**src/rtl/conj_c_mult_pipe.sv**
```systemverilog
`default_nettype none
// ============================================================================
//  Module   : conj_c_mult_pipe
//  Purpose  : Per-channel conjugate multiply y[n] = x[n]*conj(x[n-1]), 3-stage
//             pipeline with rounding shift and saturation.
//  Revision : 1.0
// ============================================================================
module conj_c_mult_pipe #(
    parameter int WIDTH     = 16,
    parameter int OUT_WIDTH = 32,
    parameter int NCH       = 1,
    parameter int SHIFT     = 0,
    localparam int CH_W     = (NCH > 1) ? $clog2(NCH) : 1
) (
    input  logic                        clk,
    input  logic                        rst,
    input  logic                        valid_i,
    input  logic [CH_W-1:0]             chan_i,
    input  logic signed [WIDTH-1:0]     real_i,
    input  logic signed [WIDTH-1:0]     imag_i,
    input  logic                        clear_i,
    output logic                        valid_o,
    output logic [CH_W-1:0]             chan_o,
    output logic signed [OUT_WIDTH-1:0] real_o,
    output logic signed [OUT_WIDTH-1:0] imag_o,
    output logic                        sat_o
);

    localparam int PW    = 2 * WIDTH;
    localparam int SW    = 2 * WIDTH + 2;
    localparam int DEPTH = 1 << CH_W;

    localparam logic [CH_W:0]         c_NCH  = (CH_W + 1)'(NCH);
    localparam logic signed [SW-1:0]  c_HALF = (SW'(1) << SHIFT) >> 1;
    localparam logic signed [SW-1:0]  c_MAX  = {{(SW - OUT_WIDTH + 1){1'b0}}, {(OUT_WIDTH - 1){1'b1}}};
    localparam logic signed [SW-1:0]  c_MIN  = {{(SW - OUT_WIDTH + 1){1'b1}}, {(OUT_WIDTH - 1){1'b0}}};

    logic signed [WIDTH-1:0] r_hist_re [DEPTH];
    logic signed [WIDTH-1:0] r_hist_im [DEPTH];
    logic [DEPTH-1:0]        r_primed;

    logic signed [WIDTH-1:0] r_a, r_b, r_c, r_d;
    logic [CH_W-1:0]         r_ch1, r_ch2;
    logic                    r_v1, r_v2;
    logic signed [PW-1:0]    r_ac, r_bd, r_bc, r_ad;

    logic                    w_acc;
    logic                    w_v1;
    logic signed [PW:0]      w_re_s, w_im_s;
    logic [OUT_WIDTH:0]      w_re_q, w_im_q;

    // Round half-up then clamp; MSB of the result flags a clamp.
    function automatic logic [OUT_WIDTH:0] f_scale(input logic signed [PW:0] s);
        logic signed [SW-1:0] t;
        t = {s[PW], s};
        t = (t + c_HALF) >>> SHIFT;
        if (t > c_MAX)
            return {1'b1, c_MAX[OUT_WIDTH-1:0]};
        else if (t < c_MIN)
            return {1'b1, c_MIN[OUT_WIDTH-1:0]};
        return {1'b0, t[OUT_WIDTH-1:0]};
    endfunction

    always_comb begin
        w_acc  = valid_i && ({1'b0, chan_i} < c_NCH);
        // A sample coincident with clear behaves as the first of its channel.
        w_v1   = w_acc && r_primed[chan_i] && !clear_i;
        w_re_s = (PW + 1)'(r_ac) + (PW + 1)'(r_bd);
        w_im_s = (PW + 1)'(r_bc) - (PW + 1)'(r_ad);
        w_re_q = f_scale(w_re_s);
        w_im_q = f_scale(w_im_s);
    end

    always_ff @(posedge clk or negedge rst) begin
        if (!rst) begin
            for (int i = 0; i < DEPTH; i++) begin
                r_hist_re[i] <= '0;
                r_hist_im[i] <= '0;
            end
            r_primed <= '0;
        end else begin
            if (clear_i) begin
                for (int i = 0; i < DEPTH; i++) begin
                    r_hist_re[i] <= '0;
                    r_hist_im[i] <= '0;
                end
                r_primed <= '0;
            end
            if (w_acc) begin
                r_hist_re[chan_i] <= real_i;
                r_hist_im[chan_i] <= imag_i;
                r_primed[chan_i]  <= 1'b1;
            end
        end
    end

    always_ff @(posedge clk or negedge rst) begin
        if (!rst) begin
            r_a   <= '0;
            r_b   <= '0;
            r_c   <= '0;
            r_d   <= '0;
            r_ch1 <= '0;
            r_v1  <= 1'b0;
            r_ac  <= '0;
            r_bd  <= '0;
            r_bc  <= '0;
            r_ad  <= '0;
            r_ch2 <= '0;
            r_v2  <= 1'b0;
        end else begin
            r_a   <= real_i;
            r_b   <= imag_i;
            r_c   <= r_hist_re[chan_i];
            r_d   <= r_hist_im[chan_i];
            r_ch1 <= chan_i;
            r_v1  <= w_v1;
            r_ac  <= PW'(r_a) * PW'(r_c);
            r_bd  <= PW'(r_b) * PW'(r_d);
            r_bc  <= PW'(r_b) * PW'(r_c);
            r_ad  <= PW'(r_a) * PW'(r_d);
            r_ch2 <= r_ch1;
            r_v2  <= r_v1;
        end
    end

    // Result fields hold between results; only valid_o drops.
    always_ff @(posedge clk or negedge rst) begin
        if (!rst) begin
            valid_o <= 1'b0;
            chan_o  <= '0;
            real_o  <= '0;
            imag_o  <= '0;
            sat_o   <= 1'b0;
        end else begin
            valid_o <= r_v2;
            if (r_v2) begin
                chan_o <= r_ch2;
                real_o <= w_re_q[OUT_WIDTH-1:0];
                imag_o <= w_im_q[OUT_WIDTH-1:0];
                sat_o  <= w_re_q[OUT_WIDTH] | w_im_q[OUT_WIDTH];
            end
        end
    end

endmodule
`default_nettype wire

```
**config.mk**
```make
export PLATFORM = sky130hd
export DESIGN_NAME = conj_c_mult_pipe
export DESIGN_NICKNAME = d
export VERILOG_FILES = /design/src/rtl/conj_c_mult_pipe.sv
export SDC_FILE = /design/constraint.sdc
export NUM_CORES = 2
export LEC_CHECK = 0
export BUFFER_PORTS_ARGS = -buffer_cell sky130_fd_sc_hd__buf_2
export CELL_PAD_IN_SITES_DETAIL_PLACEMENT = 0
export CELL_PAD_IN_SITES_GLOBAL_PLACEMENT = 1
export CORE_MARGIN = 1
export CORE_UTILIZATION = 47
export CTS_BUF_LIST = sky130_fd_sc_hd__clkbuf_16
export CTS_CLUSTER_DIAMETER = 50
export DETAILED_ROUTE_END_ITERATION = 8
export PLACE_DENSITY = 0.84
export RECOVER_POWER = 100
export SLEW_MARGIN = 20
export SYNTH_ARGS = -nofsm -noshare
export SYNTH_HDL_FRONTEND = slang
export SYNTH_SLANG_ARGS = --single-unit
```
**constraint.sdc**
```tcl
create_clock -name clk -period 5.8 [get_ports clk]
set_input_delay 0.29 -clock clk [delete_from_list [all_inputs] [get_ports clk]]
set_output_delay 0.29 -clock clk [all_outputs]
set_load 0.02 [all_outputs]
```
==> results.md <==
Timing:
- The clock arrives with ~28 ps of skew.
- Setup violations remaining at the end of the flow were counted as 35.
- The final-report max-slew violation count was 204.
- Setup repair after global routing could not meet its margin everywhere.
- The final number of hold-violating endpoints is 0.
- Headroom to the max-slew limit came out at -156%.
- The worst path uses 107% of the clock period.
- Timing would allow up to 161 MHz.
- On the final layout, the worst hold slack is about 120 ps.
- The setup slack of the critical path after layout is -398 ps.
- Counting I/O delays and the setup requirement, the final critical path takes 6200 ps.
- At the pin with the least slew margin, the transition time is between 3000 and 4000 ps.

Global route:
- The largest net degree at the start of global routing is 140.
- The initial antenna violation count was 8.
- The global-route wire length before repair is roughly 230 mm.
- The leftover overflow at the end of global routing is 0.
- The via count of the first global-routing pass is between 40000 and 50000.
- The total routing usage reported by global routing is between 20 and 30%.

Logic synthesis:
- The number of flops mapped to enable cells by yosys is 0.
- Ranked by total cell area, the synthesized netlist is headed by sky130_fd_sc_hd__fa_1 39%, sky130_fd_sc_hd__dfrtp_1 15%, sky130_fd_sc_hd__ha_1 9.2%.
- The flip-flop and latch count after synthesis is roughly 330.
- Summing the areas of all and, or, nand and nor instances in the mapped netlist gives ~15% of the synthesized area.
- For this run, the number of Yosys warnings is 0.
- In this run the cell area of the synthesized design comes to around 53000 um2.
- The adder-cell share of the synthesized area is between 40% and 50%.
- After synthesis, flip-flops and latches occupy 15.4% of the total area.
- The number of different library cells in the post-synthesis netlist is a little over 70.
- The portion of synthesized area spent on multiplexers is less than 1%.
- The synthesized netlist net count is approximately 7100.
- The cell count after synthesis came out at around 5600.
- The largest family of logic cells by synthesized area is adder cells.
- The mean instance size in the synthesized netlist is 9.51 um2.
- The async set or reset register ratio after synthesis is 100%.
- After Yosys synthesis, XOR and XNOR cells account for about 3.0% of the synthesized area.
- In this run the biggest area consumer among cell types represents a little under 40% of the synthesized area.
- The cell taking the most area after synthesis is sky130_fd_sc_hd__fa_1.
- The synthesized-area fraction occupied by ao, oa, aoi and oai cells is about 6.8%.
- The most used flip-flop cell after synthesis is sky130_fd_sc_hd__dfrtp_1.

Run status:
- The checks that failed: max-capacitance violations, max-slew violations, negative setup slack.
- The flow ran to the end, but the final reports show violations.

Drt:
- In the final routed layout, each cell accounts on average for 18.7 um.
- After detailed routing, the number of remaining DRC violations is 0.
- The number of DRC violations after detailed-routing iteration 0 is about 2600.
- After detailed routing, the total wire length is between 100 and 150 mm.
- The total iterations of the first detailed-routing run is 6.
- The antenna violation net count after detailed routing is 0.
- The via count is just over 40000.
- In the routed layout, each cell is associated on average with a via count of slightly above 5.

Worst setup path:
- The category of the worst setup path capture point is a flop.
- The launching instance or port of the critical path is r_c[4]$_DFF_PN0_.
- Of all nets on the critical path, the largest fanout is 5.
- The worst register-to-register path ends at r_bc[26]$_DFF_PN0_.
- STA puts the critical path data arrival time at slightly below 7000 ps.
- The start-to-end type of the worst setup path is reg2reg.
- The worst register-to-register path has a depth of 26.
- The slack of the worst reg-to-reg path is -400 ps.
- The startpoint type of the worst setup path is a flop.
- Data on the critical path is required at its endpoint by around 6400 ps.
- The critical path endpoint is r_bc[26]$_DFF_PN0_.
- The startpoint identified for the worst register-to-register timing path is r_c[4]$_DFF_PN0_.

Clocking:
- The tree built by TritonCTS fans out to about 330 sinks.
- The maximum level of the CTS H-tree is 2.
- After clock tree synthesis, the clock-pin slew on the worst setup and hold paths is approximately 60 ps.
- The buffer depth of the longest clock path is 3.
- The clock insertion delay at the later pin of the skew report is about 670 ps.
- The tree is rooted in a sky130_fd_sc_hd__clkbuf_16.
- The number of buffers created by CTS is 53.
- TritonCTS built the clock tree.

Final layout:
- The synthesis-to-finish area growth is 21.4%.
- The filler-free cell count of the finished design is roughly 7800.
- The post-route netlist has between 15 and 20% of its cells at a drive strength greater than 1.
- Counting the fill cells in the layout gives 9702.
- The count of nets after finishing is approximately 7700.

Pwr:
- For this design the ratio of total power to cell area is slightly above 300 nW/um2.
- The analysis attributes to cell leakage a power of 0.0333 uW.
- Across the VDD grid, the largest voltage drop is around 0.28 mV.

Die:
- The die is roughly 340 um tall.
- The die covers 115000 um2.
- From left edge to right edge, the die measures 339 um.
- The placement row count is 123.
- between 100 and 150 I/O pins were placed.
- The total core area is 113000 um2.
- For this configuration, the core starts out at a cell density of 47.4%.

Placement:
- The total of buffers placed on input and output ports is slightly above 100.
- The number of placed instances, taps included is ~7500.
- The final HPWL from detailed placement is 116 mm.
- The final weighted congestion in routability-driven placement is between 0.9 and 1.

Flow run:
- The reported max-cap violation count is 6.

Worst hold path:
- In this run the worst hold path is classified as in2reg.
-- area by class of cell --
type / instances / area, um2 / share of cell area [%]
flip-flops and latches: 328 / 8240 / 12.7
clock buffers: 53 / 1330 / 2.05
inverters: 1210 / 4540 / 7.01
diodes: 3 / 7.51 / 0.0116
repair buffers: 829 / 7020 / 10.8
well taps: 1500 / 1880 / 2.89
multi-input cells: 3833 / 41300 / 63.7
clock inverters: 47 / 507 / 0.782
-- metrics by stage --
stage / power (uW) / util [%] / setup TNS [ps] / instance area, um2 / setup WS, ps
floorplan: 11300 / - / -350 / 53500 / -163
global placement: 15300 / 53.1 / -12400 / 59800 / -510
detailed placement: 15400 / 53.1 / -14550 / 59800 / -542
CTS: 19200 / 56.3 / -5000 / 63400 / -374
global route: 21400 / 57.5 / -14880 / 64800 / -544
finish: 19800 / 57.6 / -5580 / 64800 / -398
-- how the worst min path moves through the flow --
stage | from | end | cells after the start
2_1_floorplan | rst | chan_o$_DFFE_PN0P_ | 0
3_3_place_gp | rst | valid_o$_DFF_PN0_ | 1
3_5_place_dp | rst | valid_o$_DFF_PN0_ | 1
4_1_cts | valid_i | r_hist_re[26]$_DFF_PN0_ | 4
5_1_grt | valid_i | r_hist_re[25]$_DFF_PN0_ | 4
6_report | valid_i | r_hist_re[26]$_DFF_PN0_ | 4
-- worst max-delay path, cell delays in order (launching register included) --
cell and delay, ps:
sky130_fd_sc_hd__dfrtp_2 430, sky130_fd_sc_hd__buf_4 160, sky130_fd_sc_hd__clkbuf_16 160, sky130_fd_sc_hd__and2_1 150
sky130_fd_sc_hd__fa_1 530, sky130_fd_sc_hd__inv_1 50, sky130_fd_sc_hd__fa_1 450, sky130_fd_sc_hd__fa_1 520
sky130_fd_sc_hd__inv_1 60, sky130_fd_sc_hd__fa_1 490, sky130_fd_sc_hd__fa_1 490, sky130_fd_sc_hd__inv_1 50
sky130_fd_sc_hd__fa_1 470, sky130_fd_sc_hd__inv_1 60, sky130_fd_sc_hd__ha_4 290, sky130_fd_sc_hd__nand2_4 60
sky130_fd_sc_hd__nor2_4 120, sky130_fd_sc_hd__buf_6 100, sky130_fd_sc_hd__nand4_1 150, sky130_fd_sc_hd__o2111ai_2 300
sky130_fd_sc_hd__a41o_2 290, sky130_fd_sc_hd__buf_4 130, sky130_fd_sc_hd__a31oi_4 70, sky130_fd_sc_hd__o21bai_1 160
sky130_fd_sc_hd__a21oi_1 90, sky130_fd_sc_hd__xnor2_1 130, sky130_fd_sc_hd__buf_4 130
-- flip-flops by register name (all words and copies together), names as in the netlist, 16 cells and up --
signal / count
imag_o: 32
r_ac: 32
r_ad: 32
r_bc: 32
r_bd: 32
r_hist_im: 32
r_hist_re: 32
real_o: 32
r_a: 16
r_b: 16
r_c: 16
r_d: 16
-- synth_stat cells (35+ instances only) --
cell,number
sky130_fd_sc_hd__ha_1,392
sky130_fd_sc_hd__xor2_1,38
sky130_fd_sc_hd__fa_1,1050
sky130_fd_sc_hd__nand3b_1,35
sky130_fd_sc_hd__xnor2_1,144
sky130_fd_sc_hd__inv_1,1209
sky130_fd_sc_hd__o21ai_0,88
sky130_fd_sc_hd__a21oi_1,169
sky130_fd_sc_hd__nor2_1,181
sky130_fd_sc_hd__nand2b_1,38
sky130_fd_sc_hd__a21o_1,73
sky130_fd_sc_hd__nand3_1,54
sky130_fd_sc_hd__clkbuf_1,227
sky130_fd_sc_hd__and2_1,503
sky130_fd_sc_hd__nor3_1,64
sky130_fd_sc_hd__nor2b_1,56
sky130_fd_sc_hd__dfrtp_1,328
sky130_fd_sc_hd__nand2_1,606
-- where the power goes --
| group | leakage, uW | switching [uW] | internal (uW) |
|---|---|---|---|
| clock network | 0.000883 | 1360 | 1910 |
| logic | 0.0284 | 7360 | 5750 |
| registers | 0.00407 | 461 | 2940 |
| total | 0.0333 | 9180 | 10600 |
-- per-layer routing --
| layer | share of wire (%) | GRT usage [%] | vias up | wire, um |
|---|---|---|---|---|
| li1 | - | - | 18300 | - |
| met1 | 42 | 35.2 | 20800 | 61700 |
| met2 | 48 | 42.3 | 1152 | 69800 |
| met3 | 6.7 | 3.86 | 256 | 9840 |
| met4 | 3.1 | 7.60 | 10 | 4540 |
| met5 | 0.044 | 0 | - | 64 |
-- kinds of logic after synthesis --
family                     count (synthesis)
DFF                                      328
xor gates and xnor gates                 182
muxes                                     36
adders and majority gates               1442
AOI/OAI and AO/OA                        541
buffers and inverters                   1455
and+or+nand+nor                         1632
-- what timing repair did --
item                                   in CTS  in global routing
endpoints found under the hold margin     119                  0
buffers inserted                           72                 60
resized for setup                         211                260
hold buffers                               33                  0
pin swaps                                 125                223
gates cloned                                2                  8
setup endpoints to repair                  52                 61
-- placed cells by master, fill, tap and decap left out, drive strengths merged, types with 12 or more instances in the layout --
cell type and n:
ha 392, clkinv 21, nor3 65, dfrtp 328
or3 13, o21ai 88, nand3b 35, o211ai 12
nand2b 38, a21o 73, xnor2 144, nand2 606
nor2 181, o21bai 18, inv 1224, and2 503
or2 13, fa 1050, nor2b 56, and3 19
mux2 33, o21a 27, buf 665, nand4 20
xor2 38, a21oi 169, o2bb2ai 30, clkbuf 183
a31oi 14, a211oi 17, nand3 54, dlygate4sd3 33
No activity file was read; power rests on OpenSTA's default activity.
